File: src/rtl/gray_pkg.sv
// Shared constants and Gray-code helpers for the Gray receive path.
// Helpers take a 32-bit zero-extended operand so one copy serves any width.
package gray_pkg;

  localparam int GRAY_W         = 4;
  localparam int SYNC_DEPTH_DEF = 2;

  function automatic logic [31:0] gray2bin(input logic [31:0] g);
    logic [31:0] b;
    b = g;
    for (int i = 30; i >= 0; i--) begin
      b[i] = b[i+1] ^ g[i];
    end
    return b;
  endfunction

  function automatic logic onehot_or_zero(input logic [31:0] x);
    return (x & (x - 32'd1)) == 32'd0;
  endfunction

endpackage

File: src/rtl/gray_sync_to_bin_sync_cell.sv
// Multi-bit flop chain used as the clock-domain-crossing synchroniser.
// No logic sits between stages; o_q is the last stage.
module gray_sync_cell #(
  parameter int WIDTH  = 4,
  parameter int STAGES = 2
) (
  input  logic             i_clk,
  input  logic             i_rst_n,
  input  logic [WIDTH-1:0] i_d,
  output logic [WIDTH-1:0] o_q
);

  logic [WIDTH-1:0] r_q [STAGES];

  always_ff @(posedge i_clk or negedge i_rst_n) begin
    if (!i_rst_n) begin
      for (int i = 0; i < STAGES; i++) begin
        r_q[i] <= '0;
      end
    end else begin
      r_q[0] <= i_d;
      for (int i = 1; i < STAGES; i++) begin
        r_q[i] <= r_q[i-1];
      end
    end
  end

  assign o_q = r_q[STAGES-1];

endmodule

File: src/rtl/gray_sync_to_bin.sv
// Synchronises an async Gray bus and decodes it to binary with a change strobe.
// Define GRAY_SYNC_STEP_CHECK_EN to build the multi-bit step check and counter.
module gray_sync_to_bin
  import gray_pkg::*;
#(
  parameter int WIDTH       = GRAY_W,
  parameter int SYNC_STAGES = SYNC_DEPTH_DEF,
  parameter int CNT_W       = 8
) (
  input  logic             CLK,
  input  logic             RST_N,
  input  logic [WIDTH-1:0] G,
  input  logic             ERR_CLR,
  output logic [WIDTH-1:0] B,
  output logic             B_VLD,
  output logic             STEP_ERR,
  output logic [CNT_W-1:0] ERR_CNT
);

  logic [WIDTH-1:0] w_gs;
  logic [WIDTH-1:0] w_bin;
  logic             w_chg;
  logic [WIDTH-1:0] r_gp;
  logic [WIDTH-1:0] r_b;
  logic             r_vld;

  gray_sync_cell #(
    .WIDTH (WIDTH),
    .STAGES(SYNC_STAGES)
  ) u_sync (
    .i_clk  (CLK),
    .i_rst_n(RST_N),
    .i_d    (G),
    .o_q    (w_gs)
  );

  assign w_chg = (w_gs != r_gp);
  assign w_bin = WIDTH'(gray2bin(32'(w_gs)));

  always_ff @(posedge CLK or negedge RST_N) begin
    if (!RST_N) begin
      r_gp  <= '0;
      r_b   <= '0;
      r_vld <= 1'b0;
    end else begin
      r_gp  <= w_gs;
      r_vld <= w_chg;
      if (w_chg) begin
        r_b <= w_bin;
      end
    end
  end

  assign B     = r_b;
  assign B_VLD = r_vld;

`ifdef GRAY_SYNC_STEP_CHECK_EN
  localparam logic [CNT_W-1:0] CNT_MAX = '1;

  logic             w_step;
  logic             r_step;
  logic [CNT_W-1:0] r_cnt;

  assign w_step = w_chg && !onehot_or_zero(32'(w_gs ^ r_gp));

  // Clear has priority over an error arriving on the same edge
  always_ff @(posedge CLK or negedge RST_N) begin
    if (!RST_N) begin
      r_step <= 1'b0;
      r_cnt  <= '0;
    end else begin
      r_step <= w_step;
      if (ERR_CLR) begin
        r_cnt <= '0;
      end else if (w_step && r_cnt != CNT_MAX) begin
        r_cnt <= r_cnt + CNT_W'(1);
      end
    end
  end

  assign STEP_ERR = r_step;
  assign ERR_CNT  = r_cnt;
`else
  logic w_unused;

  assign w_unused = ERR_CLR;
  assign STEP_ERR = 1'b0;
  assign ERR_CNT  = '0;
`endif

endmodule

File: config.mk
export PLATFORM = sky130hd
export DESIGN_NAME = gray_sync_to_bin
export DESIGN_NICKNAME = d
export VERILOG_FILES = /design/src/rtl/gray_pkg.sv /design/src/rtl/gray_sync_to_bin_sync_cell.sv /design/src/rtl/gray_sync_to_bin.sv
export SDC_FILE = /design/constraint.sdc
export NUM_CORES = 1
export LEC_CHECK = 0
export CORE_UTILIZATION = 46
export CTS_CLUSTER_DIAMETER = 100
export CTS_CLUSTER_SIZE = 40
export DETAILED_ROUTE_END_ITERATION = 12
export GPL_ROUTABILITY_DRIVEN = 0
export HOLD_SLACK_MARGIN = 0.08
export PLACE_DENSITY = 0.79
export SYNTH_ARGS = -nofsm -noshare
export SYNTH_HDL_FRONTEND = slang
export SYNTH_HIERARCHICAL = 1
export SYNTH_SLANG_ARGS = --single-unit
File: constraint.sdc
create_clock -name CLK -period 2.5 [get_ports CLK]
set_clock_uncertainty 0.05 [all_clocks]
set_input_delay 0.25 -clock CLK [delete_from_list [all_inputs] [get_ports CLK]]
set_output_delay 0.25 -clock CLK [all_outputs]
set_load 0.005 [all_outputs]
==> impl_metrics.csv <==
group,metric,value,unit
sta,fin_ws,1.065,ns
final_layout,drive_gt1_frac,0.1698,
sta,finalSetupTns,0,ns
final_layout,fin_util,0.5610,
worst_setup_path,cp_top_family,"buffers and inverters",
power_and_ir_drop,p_leak,0.0003486,uW
die,io-pin-count,21,
worst_setup_path,critPathBufInv,1,
power_and_ir_drop,switching_share,0.2224,
grt,grt_pass1_vias,236,
placed_design,dp_hpwl,503.4,um
detailed_routing,drt_iter0_drc,2,
die,start_util,0.5019,
hold_path,min_from,"u_sync/r_q[4]$_DFF_PN0_",
clock_network,clockBufferDepth,2,
clock_network,clkSinkCount,17,
clock_network,htree_levels,1,
detailed_routing,drc,0,
synth,ys_types,10,
clock_network,cts_resized,0,
power_and_ir_drop,intPower,398.9,uW
detailed_routing,dr.pass1.iters,2,
synth,syn_area,669.4,um^2
synth,synth_top_cell_by_area,"dfrtp_1",
detailed_routing,wl,692,um
power_and_ir_drop,peakVddDrop,0.0005154,V
detailed_routing,detail-route-antenna-nets,0,
worst_setup_path,cpPeakStageDelay,0.50,ns
run,cap_violations,0,
hold_path,min_path_type,"register to register",
synth,ys_ff_latch,17,
die,fp.dieH,40.15,um
die,rows,13,
sta,setup_viol,0,
worst_setup_path,cp-startpoint,"B[3]$_DFFE_PN0P_",
sta,period_needed,1.435,ns
sta,tightest_slew,0.7285,ns
worst_setup_path,cp_max_fo,2,
worst_setup_path,ff2ff_setup_slack,1.14,ns
grt,grt_max_degree,18,
clock_network,root_buffer,"clkbuf_4",
placed_design,port-buffer-count,10,
worst_setup_path,critPathLaunchType,"register",
grt,grt_overflow,0,
worst_setup_path,reg2reg_from,"u_sync/o_q[2]$_DFF_PN0_",
power_and_ir_drop,seqPwrFrac,0.598,
sta,maxSlewViolCount,0,
clock_network,clk_pin_slew,0.09,ns
power_and_ir_drop,p_switching,114.1,uW
grt,antenna_found_initial,0,
grt,grt_use_total,0.1128,
clock_network,cts_buffers,3,
worst_setup_path,slowest_stage,"clkdlybuf4s50_1",
worst_setup_path,worst_ep_arrival_time,1.13,ns
final_layout,n_fill_cell,123,
sta,max_freq,696.9,MHz
synth,yosysTopAreaCellShare,0.6355,
clock_network,cts_setup_buffers,0,
worst_setup_path,path_cells,"clkdlybuf4s50_1",
worst_setup_path,critPathKind,"register to output port",
final_layout,area_growth,11.78,%
power_and_ir_drop,powerDensity,685.6,mW/mm^2
clock_network,ctsHoldBuffers,0,
sta,holdWs,0.2985,ns
synth,netlist_instances,44,
power_and_ir_drop,combPwrFrac,0.133,
final_layout,nets,61,
worst_setup_path,crit_path_end_kind,"output port",
detailed_routing,num_vias,291,
worst_setup_path,worstPathRequired,2.20,ns
synth,synth_area_leaders,"dfrtp_1 (64%), buf_4 (15%), xnor2_1 (6.5%), mux2_2 (5.0%), xnor3_1 (3.4%)",
clock_network,cts_tree,"built",
power_and_ir_drop,pwr-share-clk,0.270,
detailed_routing,viasPerCell,4.279,
sta,slew_headroom,0.5128,
synth,syn_area_per_cell,15.21,um^2
synth,synth_warnings,6,
run_status,status,"finished, final reports clean",
sta,hold_viol,0,
die,core,0.001334,mm^2
die,die_w,40.15,um
sta,fin_crit_sh,0.5740,
final_layout,n_antenna_cell,0,
clock_network,clock_latency,0.28,ns
detailed_routing,wl_per_cell,10.18,um
grt,grt_pass1_wl,1090,um
die,dieArea,0.001612,mm^2
sta,rsz0062_at_grt,"no",
synth,seq_area_frac_synth,0.6355,
placed_design,post-place-ws,1.137,ns
-- metrics by stage --
stage          cells  instance area, um^2  power (uW)
3_5_place_dp      64                720.7       381.7
6_report          68                748.2       512.9
3_3_place_gp      64                720.7       379.7
2_1_floorplan     52                699.4       357.8
5_1_grt           68                748.2       542.2
4_1_cts           68                748.2       522.7
-- worst reg2reg max path, stage by stage (launching register included) --
cell	delay, ns
dfrtp_1	0.44
xnor2_2	0.25
xnor3_1	0.25
mux2_2	0.27
-- synth_stat cells --
| cell type | count |
|---|---|
| xnor3_1 | 1 |
| mux2i_1 | 1 |
| nand4_2 | 1 |
| mux2_2 | 3 |
| xnor2_2 | 1 |
| inv_1 | 1 |
| buf_4 | 13 |
| dfrtp_1 | 17 |
| conb_1 | 1 |
| xnor2_1 | 5 |
-- kinds of logic (layout without fill, tap and decap cells) --
kind of cell,after synthesis,after routing,synth area share
AND/OR/NAND/NOR,1,1,0.01869
flip-flops,17,17,0.6355
XOR/XNOR,7,7,0.1234
multiplexers,4,4,0.06542
buffers and inverters,14,15,0.1514
other,1,9,0.005602
-- registers in the layout, indices dropped and copies added (netlist names) --
name        count
B               4
B_VLD           1
r_gp            4
u_sync/o_q      4
u_sync/r_q      4
-- cell usage in the layout, fill, tap and decap left out, drive strengths merged --
master	netlist	final
dfrtp	17	17
clkdlybuf4s50	0	10
conb	1	9
xnor2	6	6
mux2	3	3
clkbuf	0	3
nand4	1	1
xnor3	1	1
inv	1	1
mux2i	1	1
clkinv	0	1
-- power groups by stage --
stage / clock network (uW) / registers [uW] / logic (uW)
after global placement: 0 / 312 / 68.0
after global routing: 156 / 310 / 75.7
after CTS: 146 / 307 / 69.5
after detailed placement: 0 / 313 / 69.1
final: 138 / 307 / 68.0
after floorplan: 0 / 309 / 48.7
-- worst paths after layout --
kind / to / cells past startpoint
worst min register to register: u_sync/o_q[0]$_DFF_PN0_ / 0
max in group asynchronous: u_sync/r_q[5]$_DFF_PN0_ / 1
worst max register to register: B[0]$_DFFE_PN0P_ / 3
min in group asynchronous: B_VLD$_DFF_PN0_ / 1
worst max-delay path: B[3] / 1
worst min-delay path: u_sync/o_q[0]$_DFF_PN0_ / 0
-- routing by layer --
metal | up-vias | track usage | wire length [um]
li1 | 137 | - | -
met1 | 141 | 0.1423 | 298
met2 | 13 | 0.1653 | 339
met3 | 0 | 0.08333 | 54
met4 | 0 | 0 | 0
met5 | - | 0 | 0
-- layout make-up --
cell class | instances | area, um^2 | area share
Tap cell | 15 | 18.77 | 0.02508
Timing Repair Buffer | 10 | 100.1 | 0.1338
Clock buffer | 3 | 22.52 | 0.03010
Multi-Input combinational cell | 21 | 172.7 | 0.2308
Inverter | 1 | 3.754 | 0.005017
Sequential cell | 17 | 425.4 | 0.5686
Clock inverter | 1 | 5.005 | 0.006689
Power figures use the tool's default switching activity.
